$ cat src/rtl/axil_pattern_pkg.sv
// Shared encodings for the AXI4-Lite pattern filler: fill modes, sequencing
// FSM states and AXI response codes.
package axil_pattern_pkg;

    typedef enum logic [1:0] {
        MODE_BLOCK_ID = 2'd0,
        MODE_WORD_IDX = 2'd1,
        MODE_CONST    = 2'd2,
        MODE_NOT_IDX  = 2'd3
    } fill_mode_e;

    typedef enum logic [3:0] {
        S_IDLE        = 4'd0,
        S_WR_ADDR     = 4'd1,
        S_WR_RESP     = 4'd2,
        S_RD_ADDR     = 4'd3,
        S_RD_DATA     = 4'd4,
        S_NEXT        = 4'd5,
        S_NOTIFY      = 4'd6,
        S_NOTIFY_RESP = 4'd7,
        S_FIN         = 4'd8
    } fill_state_e;

    localparam logic [1:0] AXI_RESP_OKAY   = 2'b00;
    localparam logic [1:0] AXI_RESP_SLVERR = 2'b10;
    localparam logic [1:0] AXI_RESP_DECERR = 2'b11;

endpackage

$ cat src/rtl/axil_lite_master_core.sv
// Single-transaction AXI4-Lite master engine. Address and write data are
// passed straight through from the caller, who holds them stable for the
// whole transaction; this block only owns the VALID/READY handshakes.
module axil_lite_master_core
    import axil_pattern_pkg::*;
#(
    parameter int unsigned DATA_WIDTH = 32,
    parameter int unsigned ADDR_WIDTH = 32
) (
    input  logic                    clk,
    input  logic                    rst_n,
    input  logic                    wr_start,
    input  logic                    rd_start,
    input  logic [ADDR_WIDTH-1:0]   addr,
    input  logic [DATA_WIDTH-1:0]   wdata,
    output logic                    wr_addr_done,
    output logic                    rd_addr_done,
    output logic                    resp_valid,
    output logic [1:0]              resp,
    output logic [DATA_WIDTH-1:0]   rdata,
    output logic [ADDR_WIDTH-1:0]   m_axi_awaddr,
    output logic                    m_axi_awvalid,
    output logic [2:0]              m_axi_awprot,
    input  logic                    m_axi_awready,
    output logic [DATA_WIDTH-1:0]   m_axi_wdata,
    output logic [DATA_WIDTH/8-1:0] m_axi_wstrb,
    output logic                    m_axi_wvalid,
    input  logic                    m_axi_wready,
    input  logic [1:0]              m_axi_bresp,
    input  logic                    m_axi_bvalid,
    output logic                    m_axi_bready,
    output logic [ADDR_WIDTH-1:0]   m_axi_araddr,
    output logic                    m_axi_arvalid,
    output logic [2:0]              m_axi_arprot,
    input  logic                    m_axi_arready,
    input  logic [DATA_WIDTH-1:0]   m_axi_rdata,
    input  logic [1:0]              m_axi_rresp,
    input  logic                    m_axi_rvalid,
    output logic                    m_axi_rready
);

    assign m_axi_awaddr = addr;
    assign m_axi_araddr = addr;
    assign m_axi_wdata  = wdata;
    assign m_axi_wstrb  = '1;
    assign m_axi_awprot = 3'b000;
    assign m_axi_arprot = 3'b001;

    // Address and data phases are "done" once neither channel still waits.
    assign wr_addr_done = (!m_axi_awvalid || m_axi_awready) && (!m_axi_wvalid || m_axi_wready);
    assign rd_addr_done = m_axi_arvalid && m_axi_arready;
    assign resp_valid   = (m_axi_bready && m_axi_bvalid) || (m_axi_rready && m_axi_rvalid);
    assign resp         = m_axi_bready ? m_axi_bresp : m_axi_rresp;
    assign rdata        = m_axi_rdata;

    // Each VALID/READY flag rises on its start command and drops on its own handshake.
    always_ff @(posedge clk or negedge rst_n) begin
        if (!rst_n) begin
            m_axi_awvalid <= 1'b0;
            m_axi_wvalid  <= 1'b0;
            m_axi_bready  <= 1'b0;
            m_axi_arvalid <= 1'b0;
            m_axi_rready  <= 1'b0;
        end else begin
            if (wr_start) begin
                m_axi_awvalid <= 1'b1;
                m_axi_wvalid  <= 1'b1;
                m_axi_bready  <= 1'b1;
            end else begin
                if (m_axi_awvalid && m_axi_awready) m_axi_awvalid <= 1'b0;
                if (m_axi_wvalid && m_axi_wready)   m_axi_wvalid  <= 1'b0;
                if (m_axi_bvalid && m_axi_bready)   m_axi_bready  <= 1'b0;
            end
            if (rd_start) begin
                m_axi_arvalid <= 1'b1;
                m_axi_rready  <= 1'b1;
            end else begin
                if (m_axi_arvalid && m_axi_arready) m_axi_arvalid <= 1'b0;
                if (m_axi_rvalid && m_axi_rready)   m_axi_rready  <= 1'b0;
            end
        end
    end

endmodule

$ cat src/rtl/axil_pattern_filler.sv
// AXI4-Lite master that fills BLOCKS x WORDS_PER_BLOCK words with a pattern,
// then writes CTL_VALUE to CTL_ADDR when every write succeeded.
// Optional read-back check: define AXIL_PATTERN_VERIFY_EN.
//
// state         | meaning
// S_IDLE        | waiting for start, inputs latched on start
// S_WR_ADDR     | AW and W in flight for the current word
// S_WR_RESP     | waiting for the B response of the current word
// S_RD_ADDR     | read-back AR in flight (verify builds only)
// S_RD_DATA     | waiting for read-back data (verify builds only)
// S_NEXT        | advance word/block counters or finish the region
// S_NOTIFY      | AW/W of the notify write in flight
// S_NOTIFY_RESP | waiting for the notify B response
// S_FIN         | done pulse visible, returning to idle
module axil_pattern_filler
    import axil_pattern_pkg::*;
#(
    parameter int unsigned                 AXI_DATA_WIDTH  = 32,
    parameter int unsigned                 AXI_ADDR_WIDTH  = 32,
    parameter int unsigned                 BLOCKS          = 512,
    parameter int unsigned                 WORDS_PER_BLOCK = 16,
    parameter logic [AXI_ADDR_WIDTH-1:0]   CTL_ADDR        = 'h0000_1014,
    parameter logic [AXI_DATA_WIDTH-1:0]   CTL_VALUE       = 'h42
) (
    input  logic                        M_AXI_ACLK,
    input  logic                        M_AXI_ARESETN,
    input  logic                        start,
    input  logic [AXI_ADDR_WIDTH-1:0]   base_addr,
    input  logic [1:0]                  mode,
    input  logic [AXI_DATA_WIDTH-1:0]   const_word,
    output logic                        busy,
    output logic                        done,
    output logic                        error,
    output logic [15:0]                 err_count,
    output logic [AXI_ADDR_WIDTH-1:0]   M_AXI_AWADDR,
    output logic                        M_AXI_AWVALID,
    output logic [2:0]                  M_AXI_AWPROT,
    input  logic                        M_AXI_AWREADY,
    output logic [AXI_DATA_WIDTH-1:0]   M_AXI_WDATA,
    output logic [AXI_DATA_WIDTH/8-1:0] M_AXI_WSTRB,
    output logic                        M_AXI_WVALID,
    input  logic                        M_AXI_WREADY,
    input  logic [1:0]                  M_AXI_BRESP,
    input  logic                        M_AXI_BVALID,
    output logic                        M_AXI_BREADY,
    output logic [AXI_ADDR_WIDTH-1:0]   M_AXI_ARADDR,
    output logic                        M_AXI_ARVALID,
    output logic [2:0]                  M_AXI_ARPROT,
    input  logic                        M_AXI_ARREADY,
    input  logic [AXI_DATA_WIDTH-1:0]   M_AXI_RDATA,
    input  logic [1:0]                  M_AXI_RRESP,
    input  logic                        M_AXI_RVALID,
    output logic                        M_AXI_RREADY
);

    localparam logic [31:0] TOTAL_M1 = 32'(BLOCKS) * 32'(WORDS_PER_BLOCK) - 32'd1;
    localparam logic [15:0] WPB_M1   = 16'(WORDS_PER_BLOCK - 1);
    localparam logic [AXI_ADDR_WIDTH-1:0] ADDR_STEP = AXI_ADDR_WIDTH'(AXI_DATA_WIDTH / 8);

    fill_state_e                 state;
    fill_mode_e                  mode_q;
    logic [AXI_ADDR_WIDTH-1:0]   addr_q;
    logic [AXI_DATA_WIDTH-1:0]   const_q;
    logic [31:0]                 word_idx;
    logic [31:0]                 words_left;
    logic [15:0]                 blk_left;
    logic [7:0]                  block_id;
    logic [AXI_DATA_WIDTH-1:0]   pattern_word;
    logic                        notify_phase;
    logic                        issue_wr;
    logic                        issue_rd;
    logic                        word_fail;
    logic                        core_wr_addr_done;
    logic                        core_rd_addr_done;
    logic                        core_resp_valid;
    logic [1:0]                  core_resp;
    logic [AXI_DATA_WIDTH-1:0]   core_rdata;
    logic [AXI_ADDR_WIDTH-1:0]   core_addr;
    logic [AXI_DATA_WIDTH-1:0]   core_wdata;

    // Pattern for the current word; stable for the whole write and read-back.
    always_comb begin
        pattern_word = '0;
        case (mode_q)
            MODE_BLOCK_ID: pattern_word = {(AXI_DATA_WIDTH/8){block_id}};
            MODE_WORD_IDX: pattern_word = AXI_DATA_WIDTH'(word_idx);
            MODE_CONST:    pattern_word = const_q;
            MODE_NOT_IDX:  pattern_word = ~AXI_DATA_WIDTH'(word_idx);
            default:       pattern_word = '0;
        endcase
    end

    assign notify_phase = (state == S_NOTIFY) || (state == S_NOTIFY_RESP);
    assign core_addr    = notify_phase ? CTL_ADDR : addr_q;
    assign core_wdata   = notify_phase ? CTL_VALUE : pattern_word;

    // Commands fire on the same edge that moves the FSM into the matching phase.
    assign issue_wr = ((state == S_IDLE) && start) ||
                      ((state == S_NEXT) && ((words_left != 32'd0) || !error));
`ifdef AXIL_PATTERN_VERIFY_EN
    assign issue_rd = (state == S_WR_RESP) && core_resp_valid;
`else
    assign issue_rd = 1'b0;
`endif

    assign word_fail = core_resp_valid &&
                       ((core_resp != AXI_RESP_OKAY) ||
                        ((state == S_RD_DATA) && (core_rdata != pattern_word)));

    axil_lite_master_core #(
        .DATA_WIDTH (AXI_DATA_WIDTH),
        .ADDR_WIDTH (AXI_ADDR_WIDTH)
    ) u_core (
        .clk           (M_AXI_ACLK),
        .rst_n         (M_AXI_ARESETN),
        .wr_start      (issue_wr),
        .rd_start      (issue_rd),
        .addr          (core_addr),
        .wdata         (core_wdata),
        .wr_addr_done  (core_wr_addr_done),
        .rd_addr_done  (core_rd_addr_done),
        .resp_valid    (core_resp_valid),
        .resp          (core_resp),
        .rdata         (core_rdata),
        .m_axi_awaddr  (M_AXI_AWADDR),
        .m_axi_awvalid (M_AXI_AWVALID),
        .m_axi_awprot  (M_AXI_AWPROT),
        .m_axi_awready (M_AXI_AWREADY),
        .m_axi_wdata   (M_AXI_WDATA),
        .m_axi_wstrb   (M_AXI_WSTRB),
        .m_axi_wvalid  (M_AXI_WVALID),
        .m_axi_wready  (M_AXI_WREADY),
        .m_axi_bresp   (M_AXI_BRESP),
        .m_axi_bvalid  (M_AXI_BVALID),
        .m_axi_bready  (M_AXI_BREADY),
        .m_axi_araddr  (M_AXI_ARADDR),
        .m_axi_arvalid (M_AXI_ARVALID),
        .m_axi_arprot  (M_AXI_ARPROT),
        .m_axi_arready (M_AXI_ARREADY),
        .m_axi_rdata   (M_AXI_RDATA),
        .m_axi_rresp   (M_AXI_RRESP),
        .m_axi_rvalid  (M_AXI_RVALID),
        .m_axi_rready  (M_AXI_RREADY)
    );

    // Sequencing FSM with word/block down-counters and registered status outputs.
    always_ff @(posedge M_AXI_ACLK or negedge M_AXI_ARESETN) begin
        if (!M_AXI_ARESETN) begin
            state      <= S_IDLE;
            mode_q     <= MODE_BLOCK_ID;
            addr_q     <= '0;
            const_q    <= '0;
            word_idx   <= '0;
            words_left <= '0;
            blk_left   <= '0;
            block_id   <= '0;
            busy       <= 1'b0;
            done       <= 1'b0;
            error      <= 1'b0;
            err_count  <= '0;
        end else begin
            done <= 1'b0;
            if (word_fail) begin
                error <= 1'b1;
                if (err_count != 16'hFFFF) err_count <= err_count + 16'd1;
            end
            case (state)
                S_IDLE: begin
                    if (start) begin
                        mode_q     <= fill_mode_e'(mode);
                        addr_q     <= base_addr;
                        const_q    <= const_word;
                        word_idx   <= '0;
                        words_left <= TOTAL_M1;
                        blk_left   <= WPB_M1;
                        block_id   <= '0;
                        error      <= 1'b0;
                        err_count  <= '0;
                        busy       <= 1'b1;
                        state      <= S_WR_ADDR;
                    end
                end
                S_WR_ADDR: if (core_wr_addr_done) state <= S_WR_RESP;
                S_WR_RESP: begin
                    if (core_resp_valid) begin
`ifdef AXIL_PATTERN_VERIFY_EN
                        state <= S_RD_ADDR;
`else
                        state <= S_NEXT;
`endif
                    end
                end
                S_RD_ADDR: if (core_rd_addr_done) state <= S_RD_DATA;
                S_RD_DATA: if (core_resp_valid) state <= S_NEXT;
                S_NEXT: begin
                    if (words_left == 32'd0) begin
                        if (error) begin
                            done  <= 1'b1;
                            busy  <= 1'b0;
                            state <= S_FIN;
                        end else begin
                            state <= S_NOTIFY;
                        end
                    end else begin
                        word_idx   <= word_idx + 32'd1;
                        words_left <= words_left - 32'd1;
                        addr_q     <= addr_q + ADDR_STEP;
                        if (blk_left == 16'd0) begin
                            blk_left <= WPB_M1;
                            block_id <= block_id + 8'd1;
                        end else begin
                            blk_left <= blk_left - 16'd1;
                        end
                        state <= S_WR_ADDR;
                    end
                end
                S_NOTIFY: if (core_wr_addr_done) state <= S_NOTIFY_RESP;
                S_NOTIFY_RESP: begin
                    if (core_resp_valid) begin
                        done  <= 1'b1;
                        busy  <= 1'b0;
                        state <= S_FIN;
                    end
                end
                S_FIN:   state <= S_IDLE;
                default: state <= S_IDLE;
            endcase
        end
    end

endmodule

$ cat config.mk
export PLATFORM = sky130hd
export DESIGN_NAME = axil_pattern_filler
export DESIGN_NICKNAME = d
export VERILOG_FILES = /design/src/rtl/axil_pattern_pkg.sv /design/src/rtl/axil_lite_master_core.sv /design/src/rtl/axil_pattern_filler.sv
export SDC_FILE = /design/constraint.sdc
export NUM_CORES = 1
export LEC_CHECK = 0
export CAP_MARGIN = 20
export CORE_UTILIZATION = 45
export DETAILED_ROUTE_END_ITERATION = 7
export PLACE_DENSITY_LB_ADDON = 0.08
export REMOVE_ABC_BUFFERS = 1
export SLEW_MARGIN = 20
export SYNTH_ARGS = -nofsm -noshare
export SYNTH_HDL_FRONTEND = slang
export SYNTH_SLANG_ARGS = --single-unit
$ cat constraint.sdc
create_clock -name M_AXI_ACLK -period 3 [get_ports M_AXI_ACLK]
set_input_delay 0.3 -clock M_AXI_ACLK [delete_from_list [all_inputs] [get_ports M_AXI_ACLK]]
set_output_delay 0.3 -clock M_AXI_ACLK [all_outputs]
set_load 0.01 [all_outputs]
==> results.cfg <==
[detailed_routing]
dr_total_vias = 11290
routed_wl_microns = 35670
drcViolationCount = 0
via_per_inst = 5.678
drt_iter0_drc = 975
avgRoutedWirePerCell_microns = 17.94
drtAntennaViolNets = 0
first_pass_iters = 5

[final_layout]
fin_area_sq_mm = 0.01540
fillCellCount = 2289
drive_gt1_frac = 0.1068
antenna_cells = 0
fin_cells = 1988
syn_to_final_growth_pct = 31.07
final_nets = 1763

[power_and_ir_drop]
net-switching-power_w = 0.004969
p_int_w = 0.007597
pwr-share-clk = 0.189
vdd_drop_max_mv = 0.5437
switching_share = 0.3954
leakagePower_nw = 6.548
p_per_area_mw_per_mm2 = 815.9
seq_power_share = 0.277
comb_power_share = 0.535

[floorplanning]
num_rows = 58
initial_utilization = 0.4626
io_pins = 240
die_h_microns = 163.6
die_area_sq_mm = 0.02676
core_sq_mm = 0.02540
die_w_microns = 163.6

[clock_network]
cts_max_path_buffers = 2
cts_buffers = 17
clock_latency_ns = 0.43
clock-sinks = 180
clk_pin_slew_worst_paths_ns = 0.08
cts_tree = done
cts-root-buf = clkbuf_16
htreeDepth = 4

[synthesis]
ys_ff_latch = 180
synth_ff_type = dfrtp_1
synth_edf_count = 0
syn-cell-area_sq_mm = 0.01175
synth_area_per_cell_sq_um = 8.182
yosysWarnings = 0
synth_cells = 1436
async_flop_share = 1.000
ys_seq_area_frac = 0.3833
synth.distinct_cells = 82

[worst_setup_path]
path_cells = clkinvlp_4 -> mux2i_1 -> a222oi_1 -> o2111ai_1 -> a2111oi_4 -> and3_4 -> buf_12 -> or3_1 -> a21oi_1
critPathKind = flop to flop
rr_worst_depth = 9
regToRegStartpoint = mode_q[0]
startpoint_type = flop
path_delay_family = compound AO/OA/AOI/OAI gates
r2r-end = err_count[6]
end_kind = flop
critPathMaxStageDelay_ns = 0.54
critPathRequiredTime_ns = 3.29
slowest_stage = dfrtp_2
worstPathMaxFanout = 8
crit_arrival_ns = 3.28
cp.buffers_inverters = 2
regToRegSetupSlack_ns = 0.01

[place]
placed_area_sq_mm = 0.01436
place_hpwl_microns = 25420
place_inst = 1942
routabilityCongestion = 0.8983
portBuffers = 223

[timing]
finalSetupViolations = 0
worstMarginPinSlew_ns = 0.6880
rsz0062_at_grt = true
drv_slew = 0
slew_headroom = 0.5414
skew_ns = 0.01626
period_share = 0.9963
hold_violations = 0
max_freq_ghz = 0.3346
post-route-min-period_ns = 2.989

[global_route]
grt_max_degree = 86
track_usage = 0.2624
grt_pass1_vias = 10680
antenna_found_initial = 1
overflow = 0
grt_pass1_wl_microns = 55290

[hold_path]
hp-start = const_word[31]
min_to = const_q[31]
min_path_type = input port to flop
whs_path_depth = 3

[run_status]
outcome = complete, no violations

[run]
drv_cap = 0
-- worst max path at each step --
stage	to	start	cells past startpoint
2_1_floorplan	words_left[14]	state[2]	7
3_3_place_gp	addr_q[29]	words_left[7]	9
3_5_place_dp	addr_q[23]	words_left[7]	9
4_1_cts	err_count[10]	mode_q[0]	11
5_1_grt	err_count[10]	mode_q[0]	12
6_report	err_count[6]	mode_q[0]	9
-- power by group through the flow --
stage / clock (W) / sequential (W) / combinational, W
finish: 0.00237 / 0.00347 / 0.00672
global route: 0.00250 / 0.00355 / 0.00728
CTS: 0.00241 / 0.00344 / 0.00634
detailed placement: 0 / 0.00349 / 0.00629
global placement: 0 / 0.00347 / 0.00621
floorplan: 0 / 0.00357 / 0.00305
-- metal layers --
layer	wire [microns]	GRT usage	vias up
met4	964	0.1019	0
met1	15350	0.3495	5458
met2	17070	0.4285	385
met3	2284	0.03860	66
met5	0	0	-
li1	-	-	5378
-- flip-flops by register name (all words and copies together), names as in the netlist --
signal                count
u_core.m_axi_bready       1
mode_q                    2
u_core.m_axi_wvalid       1
err_count                16
addr_q                   32
const_q                  32
error                     1
block_id                  8
word_idx                 32
u_core.m_axi_awvalid      1
done                      1
busy                      1
words_left               32
state                     4
blk_left                 16
-- synthesized netlist by cell type, types with 5 or more instances --
| master | n | share of area |
|---|---|---|
| nand2_1 | 205 | 0.065 |
| dfrtp_1 | 180 | 0.38 |
| nor2_1 | 160 | 0.051 |
| a21oi_1 | 87 | 0.037 |
| o21ai_0 | 62 | 0.026 |
| buf_4 | 55 | 0.035 |
| nand3_1 | 54 | 0.023 |
| clkbuf_1 | 50 | 0.016 |
| xnor2_1 | 45 | 0.034 |
| xor2_1 | 42 | 0.031 |
| inv_1 | 40 | 0.013 |
| and2_1 | 35 | 0.019 |
| and3_1 | 33 | 0.018 |
| mux2i_1 | 30 | 0.026 |
| nor3_1 | 30 | 0.013 |
| nand2b_1 | 23 | 0.012 |
| or3_1 | 23 | 0.012 |
| a211oi_1 | 22 | 0.014 |
| nand4_1 | 22 | 0.012 |
| nor2b_1 | 21 | 0.011 |
| nor4_1 | 19 | 0.010 |
| buf_2 | 12 | 0.0051 |
| o211ai_1 | 10 | 0.0064 |
| a31oi_1 | 9 | 0.0048 |
| o22ai_1 | 9 | 0.0048 |
| or4_1 | 9 | 0.0057 |
| mux2_2 | 8 | 0.0077 |
| nand3b_1 | 8 | 0.0051 |
| a211o_1 | 7 | 0.0052 |
| ha_1 | 7 | 0.0075 |
| or2_2 | 7 | 0.0037 |
| a21boi_0 | 6 | 0.0038 |
| a2111o_1 | 5 | 0.0048 |
| nor4b_1 | 5 | 0.0037 |
| o211a_1 | 5 | 0.0043 |
-- per-stage QoR --
| stage | utilization | hold slack [ns] | power [W] | setup slack [ns] | setup TNS (ns) |
|---|---|---|---|---|---|
| floorplan | - | 0.004409 | 0.006621 | -4.259 | -336.35 |
| global placement | 0.5652 | 0.3657 | 0.009679 | 0.03055 | 0 |
| detailed placement | 0.5652 | 0.3703 | 0.009771 | -0.01846 | -0.1065 |
| CTS | 0.5903 | 0.3811 | 0.01220 | 0.002117 | 0 |
| global route | 0.6064 | 0.3822 | 0.01333 | -0.02817 | -0.09690 |
| finish | 0.6064 | 0.3881 | 0.01257 | 0.01124 | 0 |
-- kinds of logic (layout without fill, tap and decap cells) --
kind of cell    after synthesis  in the layout  synth area share
compound gates              281            281            0.1550
xor+xnor                     87             87           0.06485
fa+ha+maj                     7              7          0.007454
buf+inv                     166            378           0.07443
flops                       180            180            0.3833
mux                          38             38           0.03322
other cells                   2             12         0.0006391
simple gates                675            675            0.2810
-- worst reg2reg max path, delay by kind of cell (launching register included) --
kind / cells / cell delay, ns
buf+inv: 2 / 0.39
simple gates: 2 / 0.42
compound gates: 4 / 1.26
flops: 1 / 0.54
mux: 1 / 0.25
-- cell usage in the layout (no fill, tap or decap), drive strengths merged, types with 6 or more instances in the layout --
cell type / count
a21boi: 7
a211oi: 23
a21oi: 88
nand2: 206
buf: 79
a31oi: 9
ha: 7
or3: 23
conb: 12
mux2: 8
o211ai: 10
xnor2: 45
xor2: 42
inv: 43
a211o: 7
mux2i: 30
or2: 7
nand3b: 8
dfrtp: 180
clkdlybuf4s50: 221
o21ai: 67
nand3: 55
o22ai: 9
nor4: 19
and2: 35
nor2: 160
nor2b: 21
nor4b: 6
nand4: 22
or4: 10
clkbuf: 22
and3: 33
nand2b: 23
nor3: 30
-- cell type report --
type / instances / area (sq um) / area share
flip-flops and latches: 180 / 4507 / 0.2926
clock inverters: 13 / 171.4 / 0.01113
repair buffers: 306 / 3094 / 0.2009
inverters: 41 / 157.7 / 0.01024
multi-input cells: 1100 / 6619 / 0.4298
clock buffers: 18 / 439.2 / 0.02852
well taps: 330 / 412.9 / 0.02681
-- what timing repair did --
item,4_1_cts,5_1_grt
hold buffers,1,0
hold endpoints to repair,62,0
pin swaps,0,20
gates resized for setup,3,60
setup endpoints to repair,21,81
setup buffers,1,9
gates cloned,0,4
Note: power is estimated with default switching activity, not from simulation.
